File: src/rtl/hqm_list_sel_rf_fifo_ctl_4x25.sv
// 6-deep in-order FIFO: 4 entries in an external 1-cycle-read RF plus a 2-entry output stage.
// Define HQM_LIST_SEL_RF_FIFO_ERR_CHK_EN to build the sticky overflow/underflow flags.
module hqm_list_sel_rf_fifo_ctl_4x25 #(
   parameter int DWIDTH = 25
) (
   input  logic              clk,
   input  logic              rst_n,
   input  logic              push,
   input  logic [DWIDTH-1:0] push_data,
   output logic              push_ready,
   output logic              pop_valid,
   output logic [DWIDTH-1:0] pop_data,
   input  logic              pop,
   output logic              mem_we,
   output logic [1:0]        mem_waddr,
   output logic [DWIDTH-1:0] mem_wdata,
   output logic              mem_re,
   output logic [1:0]        mem_raddr,
   input  logic [DWIDTH-1:0] mem_rdata,
   output logic [2:0]        depth,
   output logic              err_ovf,
   output logic              err_unf
);

   logic [1:0]             wptr, rptr;
   logic [2:0]             ram_cnt;
   logic                   rd_inflight;
   logic [1:0]             out_cnt;
   logic [1:0][DWIDTH-1:0] out_q;
   logic                   push_acc, pop_acc, ld_slot;
   logic [2:0]             out_occ;

   assign push_ready = (ram_cnt < 3'd4);
   // Gate with rst_n so a push held across reset never strobes the RF.
   assign push_acc   = push & push_ready & rst_n;
   assign pop_valid  = (out_cnt != 2'd0);
   assign pop_acc    = pop & pop_valid;

   // Output-stage slots already claimed once this cycle's pop retires.
   assign out_occ = {1'b0, out_cnt} + {2'b00, rd_inflight} - {2'b00, pop_acc};
   assign mem_re  = (ram_cnt != 3'd0) && (out_occ < 3'd2);

   assign mem_we    = push_acc;
   assign mem_waddr = wptr;
   assign mem_wdata = push_data;
   assign mem_raddr = rptr;
   assign pop_data  = out_q[0];
   assign depth     = ram_cnt + {2'b00, rd_inflight} + {1'b0, out_cnt};

   always_ff @(posedge clk or negedge rst_n) begin
      if (!rst_n) begin
         wptr        <= 2'd0;
         rptr        <= 2'd0;
         ram_cnt     <= 3'd0;
         rd_inflight <= 1'b0;
      end else begin
         if (push_acc) wptr <= wptr + 2'd1;
         if (mem_re)   rptr <= rptr + 2'd1;
         case ({push_acc, mem_re})
            2'b10:   ram_cnt <= ram_cnt + 3'd1;
            2'b01:   ram_cnt <= ram_cnt - 3'd1;
            default: ram_cnt <= ram_cnt;
         endcase
         rd_inflight <= mem_re;
      end
   end

   // Returning RF data lands behind whatever survives this cycle's pop.
   assign ld_slot = pop_acc ? out_cnt[1] : (out_cnt[1] | out_cnt[0]);

   always_ff @(posedge clk or negedge rst_n) begin
      if (!rst_n) begin
         out_cnt <= 2'd0;
         out_q   <= '0;
      end else begin
         out_cnt <= out_cnt + {1'b0, rd_inflight} - {1'b0, pop_acc};
         if (pop_acc)     out_q[0]       <= out_q[1];
         if (rd_inflight) out_q[ld_slot] <= mem_rdata;
      end
   end

`ifdef HQM_LIST_SEL_RF_FIFO_ERR_CHK_EN
   always_ff @(posedge clk or negedge rst_n) begin
      if (!rst_n) begin
         err_ovf <= 1'b0;
         err_unf <= 1'b0;
      end else begin
         if (push && !push_ready) err_ovf <= 1'b1;
         if (pop && !pop_valid)   err_unf <= 1'b1;
      end
   end
`else
   assign err_ovf = 1'b0;
   assign err_unf = 1'b0;
`endif

endmodule

File: config.mk
export PLATFORM = sky130hd
export DESIGN_NAME = hqm_list_sel_rf_fifo_ctl_4x25
export DESIGN_NICKNAME = d
export VERILOG_FILES = /design/src/rtl/hqm_list_sel_rf_fifo_ctl_4x25.sv
export SDC_FILE = /design/constraint.sdc
export NUM_CORES = 1
export LEC_CHECK = 0
export ABC_AREA = 1
export BUFFER_PORTS_ARGS = -buffer_cell sky130_fd_sc_hd__buf_2
export CAP_MARGIN = 25
export CORE_MARGIN = 1.5
export CORE_UTILIZATION = 30
export DETAILED_ROUTE_END_ITERATION = 16
export PLACE_DENSITY_LB_ADDON = 0.25
export REMOVE_ABC_BUFFERS = 1
export SETUP_SLACK_MARGIN = 0.05
export SLEW_MARGIN = 20
export SYNTH_ARGS = -nofsm -noshare
export SYNTH_HDL_FRONTEND = slang
export SYNTH_SLANG_ARGS = --single-unit
File: constraint.sdc
create_clock -name clk -period 4.3 [get_ports clk]
set_clock_uncertainty 0.2 [all_clocks]
set_input_delay 0.43 -clock clk [delete_from_list [all_inputs] [get_ports clk]]
set_output_delay 0.43 -clock clk [all_outputs]
set_load 0.02 [all_outputs]
### Word-level counts from Yosys, hierarchy flattened

Index checks and enable logic that the tools add are counted.

| word-level totals | value |
|---|---|
| logic and storage cells | 39 |
| bits of input ports | 54 |
| output and inout port bits | 63 |
| register bits | 60 |

| operators by class | value |
|---|---|
| bitwise operators | 4 |
| $lt $le $gt $ge | 4 |
| equality and inequality tests | 2 |
| reductions and logical operators | 5 |
| add/subtract/negate cells | 10 |
| mux-type cells | 7 |

Operators by type and width:

| operator | number |
|---|---|
| 25-bit 2-to-1 mux | 3 |
| 50-bit bitwise mux | 1 |
| 25-bit demux with 1-bit select | 1 |
| 3-bit case mux with 2 select lines | 1 |
| 2-bit by 1-bit adder with 2-bit output (second input constant) | 2 |
| 2-bit nonzero test | 2 |
| 2-bit by 1-bit adder with 3-bit output | 1 |
| 3-bit by 1-bit adder with 3-bit output | 1 |
| 3-bit by 1-bit adder with 3-bit output (second input constant) | 1 |
| 3-bit by 2-bit adder with 3-bit output | 1 |
| 1-bit AND | 3 |
| 3-bit by 2-bit < comparator with 1-bit output (second input constant) | 1 |
| 3-bit < comparator (second input constant) | 1 |
| 3-bit nonzero test | 1 |
| 3-bit by 1-bit subtractor with 3-bit output | 1 |
| 3-bit by 1-bit subtractor with 3-bit output (second input constant) | 1 |
| 2-bit by 1-bit adder with 2-bit output | 1 |
| 2-bit by 1-bit equality test with 1-bit output (second input constant) | 1 |
| 2-bit equality test (second input constant) | 1 |
| 1-bit logical AND | 2 |
| 1-bit by 2-bit < comparator with 1-bit output (second input constant) | 1 |
| 2-bit by 1-bit subtractor with 2-bit output | 1 |
| 1-bit greater-or-equal comparator (second input constant) | 1 |
| 1-bit 2-to-1 mux | 1 |
| 1-bit OR | 1 |

### Logic depth before layout (Yosys ltp)

Gate-level depths: netlist of run 1.

| depth | value |
|---|---|
| depth in word-level cells | 9 |
| depth in mapped cells | 21 |

### Worst setup path before layout of run 1

OpenSTA, ideal clock, no wires.

| timing | value |
|---|---|
| path kind | register -> register |
| from | reg out_cnt[1] |
| to | reg ram_cnt[2] |
| arrival time | 3.211 ns |
| library setup time | 0.132 ns |
| cell stages (with the launch flop) | 20 |
| slack | 0.758 ns |
| cell sequence | dfrtp_1 o21ai_2 buf_2 inv_1 ha_1 inv_1 ha_1 inv_1 fa_1 inv_1 nand2_1 nand2_1 nand3_1 inv_1 ha_1 inv_1 fa_1 nand2_1 nand3_1 xor2_1 |

| on the way | value |
|---|---|
| word-level cells in the longest chain between the ends | 7 |

RTL lines:

| element | RTL line | source |
|---|---|---|
| start, declared | 28 | `logic [1:0] out_cnt;` |
| start signal, assigned | 76 | `out_cnt <= out_cnt + {1'b0, rd_inflight} - {1'b0, pop_acc};` |
| parallel branches: the longest is 2 deep, another holds 2-bit by 1-bit adder with 3-bit output | - |  |
| 3-bit by 1-bit subtractor with 3-bit output (*) | 40 | `assign out_occ = {1'b0, out_cnt} + {2'b00, rd_inflight} - {2'b00, pop_acc};` |
| 3-bit by 2-bit < comparator with 1-bit output (*) | 41 | `assign mem_re = (ram_cnt != 3'd0) && (out_occ < 3'd2);` |
| 1-bit logical AND (*) | 41 |  |
| named net mem_re | 17 | `output logic mem_re,` |
| 2-bit by 1-bit equality test with 1-bit output / 2-bit equality test (equally long branches) | 59 | `case ({push_acc, mem_re})` |
| 3-bit case mux with 2 select lines / 2-bit nonzero test (equally long branches) | - |  |
| end signal, assigned | 60 | `2'b10: ram_cnt <= ram_cnt + 3'd1;` |
| end signal, assigned | 61 | `2'b01: ram_cnt <= ram_cnt - 3'd1;` |
| end signal, assigned | 62 | `default: ram_cnt <= ram_cnt;` |
| end, declared | 26 | `logic [2:0] ram_cnt;` |

Mark *: on every way through the listed nets, which the timed path passes.
A chain may end at the register's enable or synchronous reset.

### Worst setup path after layout of run 1

| timing | value |
|---|---|
| from | reg out_cnt[1] |
| to | reg ram_cnt[2] |

| on the way | value |
|---|---|
| word-level cells in the longest chain between the ends | 7 |

RTL lines:

| element | RTL line |
|---|---|
| parallel branches: the longest is 2 deep, another holds 2-bit by 1-bit adder with 3-bit output | - |
| 3-bit by 1-bit subtractor with 3-bit output (*) | 40 |
| 3-bit by 2-bit < comparator with 1-bit output (*) | 41 |
| 1-bit logical AND (*) | 41 |
| 2-bit by 1-bit equality test with 1-bit output / 2-bit equality test (equally long branches) | 59 |
| 3-bit case mux with 2 select lines / 2-bit nonzero test (equally long branches) | - |

Mark *: on every way between the ends.

==> impl_metrics.tcl, run 1 <==
set metrics [dict create \
    reg2reg_slack_ns 0.95 \
    grt_usage_pct 14.6 \
    ant_nets 0 \
    max-slew-margin-rel_pct 46.2 \
    grt_max_degree 61 \
    gr-total-overflow 0 \
    dpl_cell_area_um2 3500 \
    dpl.cell_count 587 \
    cp_cell_sequence "o21ai_2 -> inv_1 -> ha_1 -> inv_1 -> ha_1 -> inv_1 -> fa_1 -> inv_1 -> nand2_1 -> nand2_1 -> nand3_1 -> inv_1 -> ha_1 -> inv_1 -> fa_1 -> nand2_1 -> nand3_1 -> xor2_1" \
    core_um2 11400 \
    critPathLaunch "out_cnt[1]$_DFF_PN0_" \
    grt_pass1_vias 2605 \
    min_period_ns 3.35 \
    rsz0062_at_grt "false" \
    cts_hold_buf 0 \
    tightest_slew_ns 0.804 \
    viasPerCell 4.34 \
    cts_resized 0 \
    rows 39 \
    crit_path_start_kind "flip-flop" \
    critical_path_depth 18 \
    ys_seq_elements 60 \
    p_per_area_nw_per_um2 850 \
    fin_ws_ns 0.949 \
    yosysWarnings 0 \
    max_cap_viol_count 0 \
    clkTransAtPathRegs_ns 0.05 \
    fin_hold_ws_ns 0.0938 \
    critical_path_buf_inv_count 6 \
    yosysTopAreaCell "dfrtp_1" \
    cts_max_path_buffers 2 \
    port_buffers 64 \
    grt_pass1_wl_um 13700 \
    drc 0 \
    final_cell_area_um2 3770 \
    syn_avg_cell_area_um2 7.82 \
    cts_buffers 9 \
    fmax_mhz 298 \
    antenna_cells 0 \
    crit_slowest_cell "dfrtp_1" \
    hpwl_um 5260 \
    antenna_found_initial 0 \
    drt_iter0_markers 138 \
    critPathCapture "ram_cnt[2]$_DFFE_PN0P_" \
    r2r_cells 18 \
    preCtsSetupSlack_ns 0.948 \
    layout_worst_path_cycle_share_pct 77.9 \
    setup_violations 0 \
    clkLatencyLatePin_ns 0.33 \
    hold_class "in2async" \
    io_pins 117 \
    die_w_um 111 \
    drive_gt1_share_pct 20.2 \
    avgRoutedWirePerCell_um 13.9 \
    crit_top_cell "inv_1" \
    status "completed" \
    dieArea_um2 12300 \
    drt_pass1_iterations 4 \
    wl_um 8350 \
    hold_viol_final 0 \
    critPathMaxFanout 5 \
    synthCells 445 \
    cts_tree "done" \
    area_growth_pct 8.30 \
    setup-tns-final_ns 0 \
    htree_levels 3 \
    slowest_delay_ns 0.49 \
    post_cts_buffers 0 \
    syn_area_um2 3480 \
    r2r-start "out_cnt[1]$_DFF_PN0_" \
    path_class "reg2reg" \
    drv_slew 0 \
    critPathTopFamily "adder cells" \
    reg2reg_to "ram_cnt[2]$_DFFE_PN0P_" \
    vdd_drop_max_v 0.000611 \
    place_congestion 0.737 \
    start_util_pct 30.6 \
    final_nets 516 \
    clkSinkCount 60 \
    power_leakage_uw 0.00217 \
    synthTopCellsByArea "dfrtp_1 (43%), nand2_1 (15%), buf_4 (12%)" \
    synth.distinct_cells 23 \
    required_ns 4.31 \
    cp-end-kind "flip-flop" \
    yosys.area.top_type_share_pct 43.1 \
    cts-root-buf "clkbuf_16" \
    yosysSeqAreaShare_pct 43.1 \
    critPathArrivalTime_ns 3.36 \
    layout.cells.non_filler 603 \
    die_h_um 111 \
    num_vias 2617 \
]
## how the worst min path moves through the flow
| stage | endpoint | slack, ns | from |
|---|---|---|---|
| global route | pop_data[22]$_DFF_PN0_ | 0.12 | mem_rdata[22] |
| floorplan | mem_raddr[0]$_DFFE_PN0P_ | -0.07 | rst_n |
| finish | mem_waddr[1]$_DFFE_PN0P_ | 0.09 | rst_n |
| CTS | pop_data[20]$_DFF_PN0_ | 0.11 | mem_rdata[20] |
| global placement | out_q[28]$_DFFE_PN0P_ | 0.25 | out_q[28]$_DFFE_PN0P_ |
| detailed placement | mem_waddr[1]$_DFFE_PN0P_ | 0.25 | mem_waddr[1]$_DFFE_PN0P_ |
## logic make-up (layout without fill, tap and decap cells)
group | Yosys count | after routing | synth area share [%]
compound gates | 3 | 3 | 0.862
xor+xnor | 5 | 5 | 1.26
fa+ha+maj | 7 | 7 | 3.38
buf+inv | 141 | 155 | 22.6
flops | 60 | 60 | 43.1
other cells | 1 | 2 | 0.108
simple gates | 228 | 228 | 28.7
## through the flow
stage / power, uW / utilization [%]
3_3_place_gp: 2550 / 30.8
3_5_place_dp: 2590 / 30.8
6_report: 3210 / 33.2
5_1_grt: 3510 / 33.2
4_1_cts: 3270 / 33.2
2_1_floorplan: 2110 / -
## cell usage in the layout, fill, tap and decap left out
| cell type | Yosys | layout |
|---|---|---|
| buf_2 | 6 | 64 |
| buf_4 | 57 | 4 |
| clkbuf_1 | 3 | 1 |
| clkbuf_16 | 0 | 9 |
| clkbuf_8 | 0 | 1 |
| clkinv_2 | 0 | 4 |
| clkinvlp_4 | 0 | 1 |
| conb_1 | 1 | 2 |
| dfrtp_1 | 60 | 60 |
| fa_1 | 4 | 4 |
| ha_1 | 3 | 3 |
| inv_1 | 68 | 68 |
| inv_2 | 1 | 1 |
| inv_4 | 2 | 2 |
| nand2_1 | 137 | 137 |
| nand2_2 | 1 | 1 |
| nand2_4 | 3 | 3 |
| nand2_8 | 1 | 1 |
| nand3_1 | 80 | 80 |
| nand4_1 | 1 | 1 |
| nor2_1 | 5 | 5 |
| o21ai_0 | 1 | 1 |
| o21ai_2 | 1 | 1 |
| o21ai_4 | 1 | 1 |
| xnor2_1 | 1 | 1 |
| xor2_1 | 4 | 4 |
## metal layers
metal	vias to the layer above	GRT usage [%]	part of all wire [%]
met2	110	21.4	44
met5	-	0	0
met1	1185	18.7	44
li1	1310	-	-
met4	0	4.87	1.3
met3	12	7.11	11
## cells in the mapped netlist, drive strengths merged
library cell	number
inv	71
buf	67
nand4	1
dfrtp	60
nor2	5
nand2	142
ha	3
o21ai	3
xor2	4
fa	4
clkbuf	3
xnor2	1
nand3	80
conb	1
## registers in the layout (all words and copies together), names as in the netlist
name,count
out_cnt,2
mem_raddr,2
out_q,25
rd_inflight,1
mem_waddr,2
pop_data,25
ram_cnt,3
## report_power, final
group          internal [uW]  leakage, uW  switching, uW  total [uW]
Sequential               851     0.000730            157        1010
Clock                    401     0.000135            250         651
Combinational            524      0.00130           1020        1550
Total                   1780      0.00217           1430        3210
## cell type report
type                       instances  area, um^2
fill                            1266        7600
sequential                        60        1500
multi-input combinational        245        1200
timing repair buffer              68         350
inverter                          71         272
clock buffer                      11         243
tap                              143         179
clock inverter                     5        27.5
(Power assumes the default switching activity.)
==> run 2, diff against run 1 <==
- clock period: 4.3 -> 3.5 ns (I/O delays scaled with it)
==> impl_metrics.tcl, run 2 (synthesized netlist as in run 1, its figures left out) <==
set metrics [dict create \
    setup_violations 0 \
    io_pins 117 \
    reg2reg_slack_ns 0.33 \
    rows 39 \
    drv_slew 0 \
    fill_cells 1251 \
    grt_usage_pct 14.5 \
    cp-end-kind "flip-flop" \
    layout.cells.most_common "nand2_1" \
    hold_viol_final 0 \
    area_growth_pct 8.98 \
    drt_pass1_iterations 4 \
    cts_max_path_buffers 2 \
    min_period_ns 3.17 \
    hold_class "in2async" \
    most-common-layout-cells "nand2_1 (137), nand3_1 (79), inv_1 (67)" \
    tightest_slew_ns 0.808 \
    num_vias 2650 \
    drc 0 \
    drive_gt1_share_pct 20.8 \
    dieArea_um2 12300 \
    die_w_um 111 \
    final_cell_area_um2 3790 \
    die_h_um 111 \
    crit_top_cell "inv_1" \
    crit_path_start_kind "flip-flop" \
    critPathArrivalTime_ns 3.17 \
    cts_tree "done" \
    grt_pass1_vias 2694 \
    htree_levels 3 \
    power_leakage_uw 0.00218 \
    port_buffers 64 \
    required_ns 3.50 \
    dpl_cell_area_um2 3500 \
    place_congestion 0.735 \
    max_cap_viol_count 0 \
    max-slew-margin-rel_pct 45.9 \
    viasPerCell 4.38 \
    slowest_delay_ns 0.42 \
    vdd_drop_max_v 0.000654 \
    status "completed" \
    start_util_pct 30.6 \
    wl_um 8370 \
    clkTransAtPathRegs_ns 0.05 \
    hpwl_um 5290 \
    critPathMaxFanout 4 \
    path_class "reg2reg" \
    clkSinkCount 60 \
    multi_input_area_um2 1200 \
    fin_hold_ws_ns 0.0277 \
    gr-total-overflow 0 \
    layout_worst_path_cycle_share_pct 90.5 \
    grt_pass1_wl_um 14000 \
    final_nets 518 \
    finish.utilization_pct 33.4 \
    cp_cell_sequence "o21ai_2 -> inv_1 -> ha_1 -> inv_1 -> ha_1 -> inv_1 -> fa_1 -> inv_1 -> nand2_1 -> nand2_1 -> nand3_2 -> inv_2 -> ha_1 -> inv_1 -> fa_1 -> nand2_1 -> nand3_1 -> xor2_1" \
    rsz0062_at_grt "false" \
    grt_max_degree 61 \
    cts_buffers 9 \
    clkLatencyLatePin_ns 0.32 \
    core_um2 11400 \
    fmax_mhz 316 \
    register_area_um2 1500 \
    ant_nets 0 \
    p_per_area_nw_per_um2 1050 \
    crit_slowest_cell "fa_1" \
    drt_iter0_markers 130 \
    avgRoutedWirePerCell_um 13.8 \
    antenna_found_initial 1 \
    cts-root-buf "clkbuf_16" \
]
run 2: through the flow:
stage / setup TNS, ns / power (uW) / worst slack [ns] / cells
finish: 0 / 3980 / 0.332 / 605
CTS: 0 / 4020 / 0.168 / 602
global route: 0 / 4350 / 0.0441 / 604
floorplan: -0.300 / 2590 / -0.214 / 376
global placement: 0 / 3140 / 0.330 / 587
detailed placement: 0 / 3180 / 0.214 / 587
run 2: repair_timing:
item | in CTS | in global routing
hold buffers | 0 | 0
setup endpoints to repair | 0 | 2
setup buffers | 0 | 2
gates resized for setup | 0 | 3
run 2: worst max-delay path, delay by kind of cell, from the launching register on:
kind	cells	cell delay [ns]
compound gates	1	0.17
xor+xnor	1	0.14
buf+inv	6	0.40
fa+ha+maj	5	1.35
simple gates	5	0.39
flops	1	0.40
run 2: report_power, final:
group	internal (uW)	switching [uW]
Clock	511	288
Sequential	1050	185
Combinational	664	1280
Total	2220	1760
run 2: layout make-up:
class | count | share of cell area, %
Clock buffer | 13 | 6.86
Clock inverter | 2 | 0.264
Timing Repair Buffer | 70 | 9.63
Tap cell | 143 | 4.71
Inverter | 71 | 7.15
Antenna cell | 1 | 0.0659
Multi-Input combinational cell | 245 | 31.7
Sequential cell | 60 | 39.6
run 2: worst paths after layout:
kind | from | to | cells after the start
max | out_cnt[0]$_DFF_PN0_ | ram_cnt[2]$_DFFE_PN0P_ | 18
min | rst_n | mem_waddr[0]$_DFFE_PN0P_ | 2
max reg2reg | out_cnt[0]$_DFF_PN0_ | ram_cnt[2]$_DFFE_PN0P_ | 18
min reg2reg | out_q[40]$_DFFE_PN0P_ | out_q[40]$_DFFE_PN0P_ | 2
max in group asynchronous | rst_n | out_cnt[1]$_DFF_PN0_ | 2
min in group clk | mem_rdata[3] | pop_data[3]$_DFF_PN0_ | 3
run 2: per-layer routing:
metal | GRT usage, % | wire, um | vias to the layer above | part of all wire, %
met5 | 0 | 0 | - | 0
met2 | 21.7 | 3520 | 89 | 42
met4 | 4.10 | 80 | 0 | 0.96
met3 | 6.83 | 766 | 7 | 9.2
li1 | - | - | 1322 | -
met1 | 18.7 | 4000 | 1232 | 48
